File: src/rtl/instr_loader.sv
// Program loader: receives a little-endian length header and instruction words
// over a byte stream and writes them into instruction memory one word at a time.
module instr_loader #(
  parameter int MAX_WORDS = 4096
) (
  input  logic        clk,
  input  logic        rst,
  input  logic        start,
  input  logic [7:0]  rx_data,
  input  logic        rx_valid,
  output logic        rx_ready,
  output logic        io_sel,
  output logic        mem_en,
  output logic        mem_we,
  output logic [31:0] addr_io,
  output logic [31:0] din,
  output logic        busy,
  output logic        done,
  output logic        err
);

  localparam int IDXW = (MAX_WORDS > 1) ? $clog2(MAX_WORDS) : 1;

  typedef enum logic [2:0] {
    S_IDLE, S_LEN, S_DATA, S_WRITE, S_DONE, S_ERR
  } state_t;

  state_t          state_q, state_d;
  logic [31:0]     len_q, len_d;
  logic [31:0]     word_q, word_d;
  // One extra bit so idx can reach N == MAX_WORDS after the final write.
  logic [IDXW:0]   idx_q, idx_d;
  logic [1:0]      bcnt_q, bcnt_d;

  logic            accept;
  logic            last_byte;
  logic            restart;
  logic [31:0]     len_shift;
  logic [31:0]     idx_next;

  assign accept    = rx_valid && rx_ready;
  assign last_byte = accept && (bcnt_q == 2'd3);
  assign restart   = start && (state_q == S_IDLE || state_q == S_DONE || state_q == S_ERR);
  // Bytes shift in from the top, so the first byte ends up in [7:0].
  assign len_shift = {rx_data, len_q[31:8]};
  assign idx_next  = 32'(idx_q) + 32'd1;

  always_ff @(posedge clk) begin
    if (rst) state_q <= S_IDLE;
    else     state_q <= state_d;
  end

  always_comb begin
    state_d = state_q;
    case (state_q)
      S_IDLE, S_DONE, S_ERR: if (start) state_d = S_LEN;
      S_LEN: begin
        if (last_byte) begin
          if (len_shift == 32'd0)                 state_d = S_DONE;
          else if (len_shift > 32'(MAX_WORDS))    state_d = S_ERR;
          else                                    state_d = S_DATA;
        end
      end
      S_DATA:  if (last_byte) state_d = S_WRITE;
      S_WRITE: state_d = (idx_next == len_q) ? S_DONE : S_DATA;
      default: state_d = S_IDLE;
    endcase
  end

  always_comb begin
    rx_ready = (state_q == S_LEN) || (state_q == S_DATA);
    busy     = rx_ready || (state_q == S_WRITE);
    io_sel   = busy;
    mem_we   = (state_q == S_WRITE);
    mem_en   = mem_we;
    done     = (state_q == S_DONE);
    err      = (state_q == S_ERR);
  end

  always_comb begin
    len_d  = len_q;
    word_d = word_q;
    idx_d  = idx_q;
    bcnt_d = bcnt_q;
    if (restart) begin
      len_d  = '0;
      idx_d  = '0;
      bcnt_d = '0;
    end else if (state_q == S_LEN && accept) begin
      len_d  = len_shift;
      bcnt_d = bcnt_q + 2'd1;
    end else if (state_q == S_DATA && accept) begin
      word_d = {rx_data, word_q[31:8]};
      bcnt_d = bcnt_q + 2'd1;
    end else if (state_q == S_WRITE) begin
      idx_d  = idx_q + 1'b1;
    end
  end

  always_ff @(posedge clk) begin
    if (rst) begin
      len_q  <= '0;
      word_q <= '0;
      idx_q  <= '0;
      bcnt_q <= '0;
    end else begin
      len_q  <= len_d;
      word_q <= word_d;
      idx_q  <= idx_d;
      bcnt_q <= bcnt_d;
    end
  end

  assign addr_io = {{(30 - IDXW){1'b0}}, idx_q[IDXW-1:0], 2'b00};
  assign din     = word_q;

endmodule

File: config.mk
export PLATFORM = sky130hd
export DESIGN_NAME = instr_loader
export DESIGN_NICKNAME = d
export VERILOG_FILES = /design/src/rtl/instr_loader.sv
export SDC_FILE = /design/constraint.sdc
export NUM_CORES = 1
export LEC_CHECK = 0
export ABC_AREA = 1
export CAP_MARGIN = 20
export CORE_MARGIN = 1
export CORE_UTILIZATION = 50
export CTS_BUF_LIST = sky130_fd_sc_hd__clkbuf_8
export DETAILED_ROUTE_END_ITERATION = 7
export PLACE_DENSITY = 0.78
export SETUP_SLACK_MARGIN = 0.3
export SLEW_MARGIN = 10
export SYNTH_ARGS = -nofsm -noshare
export SYNTH_HDL_FRONTEND = slang
export SYNTH_SLANG_ARGS = --single-unit
File: constraint.sdc
create_clock -name clk -period 2.21 [get_ports clk]
set_clock_uncertainty 0.2 [all_clocks]
set_input_delay 0.442 -clock clk [delete_from_list [all_inputs] [get_ports clk]]
set_output_delay 0.442 -clock clk [all_outputs]
set_load 0.02 [all_outputs]
Word level (Yosys, flattened, before mapping)

Index checks and enable logic that the tools add are counted.

Shifts and indexed selects: 0
Equal/unequal tests: 10
Reduce and logical (&&, ||, !) cells: 17
Magnitude comparators: 1
Multiplexer cells: 9
Divide/modulo/power cells: 0
Add/sub/neg operators: 3
Multipliers: 0
Bitwise operators: 3

Operator list:

| kind                    | count |
|---|---|
| $eq A14 B32 Y1          | 1 |
| $gt A32 B13 Y1 const B  | 1 |
| $logic_not A32 Y1       | 1 |
| $mux W3                 | 6 |
| $add A13 B1 Y14 const B | 1 |
| $add A13 B1 Y13 const B | 1 |
| $pmux W3 S4             | 1 |
| $reduce_and A3 Y1       | 3 |
| $eq A3 B2 Y1 const B    | 2 |
| $eq A3 B3 Y1 const B    | 2 |
| $ne A2 B2 Y1 const B    | 3 |
| $logic_and A1 B1 Y1     | 5 |
| $logic_or A1 B1 Y1      | 4 |
| $mux W2                 | 2 |
| $eq A3 B1 Y1 const B    | 1 |
| $logic_not A3 Y1        | 1 |
| $not A1 Y1              | 3 |
| $reduce_or A3 Y1        | 1 |
| $add A2 B1 Y2 const B   | 1 |
| $eq A2 B2 Y1 const B    | 1 |
| $reduce_bool A2 Y1      | 1 |
| $reduce_or A2 Y1        | 1 |

Bits of input ports: 12
Memories kept: 0
Register bits after elaboration: 82
RAM bits: 0
Output and inout bits: 71
Logic and storage cells: 48
Bits in read-only memories: 0
Bits in latches: 0

Depth between registers and ports, before layout

Depth after elaboration: 6
Gate-level depth with buffers: 16
Mapped depth without buffers: 16

Worst setup path before layout

OpenSTA, ideal clock, no wires.

Path type: register -> output
Start point: register state_q[0]
End point: output port io_sel
Arrival time: 1.501 ns
Path slack: 0.067 ns
Required time: 1.568 ns
Cell stages (with the launch flop): 9
Buffers on the path: 2
Cells stage by stage: dfxtp_1 -> inv_2 -> nor2_1 -> inv_2 -> nor2_2 -> clkinv_1 -> clkbuf_1 -> nand2_1 -> buf_4

Longest elaborated chain between the ends: 3
Elaborated cells between the ends (all ways): 5

Ends and longest elaborated chain:

| element                                      | RTL line | source |
|---|---|---|
| start: declaration                           | 28       | `state_t state_q, state_d;` |
| start signal: assignment                     | 50       | `else state_q <= state_d;` |
| $eq A3 B1 Y1 or $eq A3 B2 Y1 (tied branches) | 71       | `rx_ready = (state_q == S_LEN) \|\| (state_q == S_DATA);` |
| $logic_or A1 B1 Y1                           | 71       |  |
| $logic_or A1 B1 Y1 (*)                       | 72       | `busy = rx_ready \|\| (state_q == S_WRITE);` |
| end: declaration                             | 12       | `output logic io_sel,` |

Mark *: on every way between the ends. The rest lies on a longest branch, timed or not.

Final worst setup path

Start point: register idx_q[1]
End point: register state_q[1]

Longest elaborated chain between the ends: 4

Ends and longest elaborated chain:

| element                  | RTL line | source |
|---|---|---|
| start: declaration       | 32       | `logic [IDXW:0] idx_q, idx_d;` |
| start signal: assignment | 109      | `idx_q <= idx_d;` |
| $add A13 B1 Y14          | 46       | `assign idx_next = 32'(idx_q) + 32'd1;` |
| $eq A14 B32 Y1           | 65       | `S_WRITE: state_d = (idx_next == len_q) ? S_DONE : S_DATA;` |
| $mux W3                  | 65       |  |
| $pmux W3 S4              | 55       | `case (state_q)` |

Every way passes these cells.
A chain may end at the register's enable or synchronous reset.

==> impl_metrics.ini <==
[timing]
setup_viol = 0
fmax_mhz = 478
fin_hold_ws_ps = 283
finalWorstSetupSlack_ps = 117
slew_violations = 0
period_share_pct = 94.7
hold_violations = 0
setup_tns_ps = 0
final.min_clock_period_ps = 2090
rsz0062_at_grt = true

[clock_network]
clock_latency_ps = 350
cts_tree = yes
clk_pin_slew_ps = 90
htreeDepth = 3
cts_inserted_buffers = 9
cts_max_path_buffers = 2
cts.sinks = 82
cts-root-buf = clkbuf_8

[detailed_routing]
wl_um = 11000
via_per_inst = 5.30
firstDrtPassIters = 7
via_count = 4087
drt_iter0_drc = 258
avgRoutedWirePerCell_um = 14.2
drc = 0
drtAntennaViolNets = 0

[worst_hold_path]
min_from = len_q[22]$_SDFFE_PP0P_
whs_path_depth = 2
holdPathEnd = len_q[22]$_SDFFE_PP0P_
min_path_type = reg2reg

[worst_setup_path]
cp.arrival_ps = 2140
cp_max_fo = 7
reg2reg_slack_ps = 120
critPathLaunchType = register
reg2reg_depth = 14
critPathKind = reg2reg
end_kind = register
r2r_start = idx_q[1]$_SDFFE_PP0P_
required_ps = 2260
r2r_end = state_q[1]$_SDFFE_PP0P_

[layout]
multiInputGateArea_mm2 = 0.00193
n_fill_cell = 642
final_cell_mix = nand2_1 (85), nor2_1 (78), dfxtp_1 (74)
area_growth_pct = 33.5
final_common_cell = nand2_1
finish.instance_area_mm2 = 0.00529
num_antenna_cells = 0
fin_cells = 771
nNetsFinal = 678
regArea_mm2 = 0.00165
final_layout_size_suffix_gt1_share_pct = 19.0

[synth]
ys_warn_count = 0
synth_compound_area_share_pct = 17.3
synth_top_family_by_area = simple AND/OR/NAND/NOR gates
syn_area_mm2 = 0.00396
synth_top_area_cell = dfxtp_1
ys_seq_elements = 82
synth_xor_area_share_pct = 0
synth-simple-area-share_pct = 25.6
postSynthAreaPerCell_um2 = 6.88
synthTopCellsByArea = dfxtp_1 (41%), o21ai_0 (9.4%), nand2_1 (8.4%)
yosys.area_share.adder_pct = 0.632
synthCells = 575
ys_seq_area_share_pct = 41.5
yosysUniqueCellTypes = 26
synth.area.mux_share_pct = 0
synth_top_area_share_pct = 41.5

[floorplan]
core_area_mm2 = 0.00769
io_pins = 83
start_util_pct = 51.5
die_x_um = 91.0
die_h_um = 91.0
dieArea_mm2 = 0.00828
rows = 32

[placed_design]
dpl-instance-area_mm2 = 0.00464
post-place-ws_ps = -32.9
io_buffers = 62
hpwlAfterDp_um = 6650
dp.cells = 727
gp_congestion = 0.844

[power_and_ir_drop]
power.share.combinational_pct = 22.8
peakVddDrop_v = 0.000448
powerDensity_mw_per_mm2 = 668
cellLeakagePower_nw = 2.64
power_frac_seq_pct = 44.5
p_sw_mw = 1.09
p_clk_share_pct = 32.7
internal_power_mw = 2.44
swShare_pct = 30.9

[grt]
track_usage_pct = 23.7
grt_start_max_net_pins = 36
gr-total-overflow = 0
grt_pass1_vias = 3596
antenna_found_initial = 0
grt_pass1_wl_um = 15900

[run_status]
outcome = completed

[job]
cap_violations = 0
-- area by class of cell --
cell class,instances,share of cell area [%]
Multi-Input combinational cell,390,36.6
Sequential cell,82,31.3
Timing Repair Buffer,112,20.6
Inverter,68,5.00
Tap cell,102,2.41
Clock buffer,9,2.34
Clock inverter,7,1.63
Timing Repair inverter,1,0.0947
-- stage by stage --
| stage | utilization [%] | power, mW |
|---|---|---|
| 6_report | 68.8 | 3.53 |
| 4_1_cts | 64.0 | 3.31 |
| 5_1_grt | 68.8 | 3.66 |
| 3_5_place_dp | 60.3 | 2.13 |
| 2_1_floorplan | - | 1.96 |
| 3_3_place_gp | 60.3 | 2.12 |
-- registers in the layout (all words and copies together) (netlist names) --
signal   count
state_q      3
bcnt_q       2
din         32
len_q       32
idx_q       13
-- power by group through the flow --
| stage | Clock [mW] | Combinational, mW | Sequential [mW] |
|---|---|---|---|
| finish | 1.15 | 0.805 | 1.57 |
| global route | 1.23 | 0.848 | 1.58 |
| CTS | 1.17 | 0.577 | 1.57 |
| detailed placement | 0 | 0.531 | 1.60 |
| global placement | 0 | 0.523 | 1.59 |
| floorplan | 0 | 0.366 | 1.59 |
-- synth_stat cells, drive strengths merged --
cell and n:
a211oi 2, a21oi 53, buf 37, clkbuf 17
clkinv 1, conb 1, dfxtp 82, ha 2
inv 67, nand2 94, nand3 34, nand3b 3
nand4 8, nor2 92, nor3 4, o211ai 2
o21a 1, o21ai 74, o21bai 1
-- critical path, stage by stage, from the launching register on --
cell and delay (ps):
dfxtp_2 360, ha_4 150, nand2_4 70, nor2_4 190, nand3b_1 150, nand2_1 120, nand2_1 100, nand2_1 80
nand3_1 100, nor2_2 170, nand2_1 70, nand2_1 60, nand2_1 40, nand2_1 60, a21oi_1 60
-- cells by family after synthesis --
kind of cell | Yosys count
fa+ha+maj | 2
buf+inv | 122
compound gates | 133
other cells | 1
flops | 82
simple gates | 235
-- worst max path at each step --
stage                                  from                 endpoint  slack [ps]
detailed placement  state_q[0]$_SDFFE_PP0P_                   io_sel         -30
global placement    state_q[0]$_SDFFE_PP0P_                     busy           8
floorplan           state_q[0]$_SDFFE_PP0P_                   io_sel         170
global route          idx_q[9]$_SDFFE_PP0P_  state_q[1]$_SDFFE_PP0P_         -70
finish                idx_q[1]$_SDFFE_PP0P_  state_q[1]$_SDFFE_PP0P_         120
CTS                 state_q[0]$_SDFFE_PP0P_                   io_sel         160
-- layer usage --
| metal | global-route usage (%) | up-vias | wire, um | part of all wire [%] |
|---|---|---|---|---|
| met3 | 4.77 | 41 | 566 | 5.2 |
| met1 | 27.7 | 1908 | 4320 | 39 |
| met2 | 41.1 | 153 | 5650 | 51 |
| li1 | - | 1985 | - | - |
| met5 | 0 | - | 0 | 0 |
| met4 | 12.3 | 0 | 441 | 4.0 |
-- what timing repair did --
item                       4_1_cts  5_1_grt
setup endpoints to repair       53       20
gates cloned                     0        8
gates resized for setup        102       52
hold endpoints to repair         0        0
hold buffers                     0        0
pin swaps                        4       10
buffers inserted                 9       11
(Power assumes the default switching activity.)
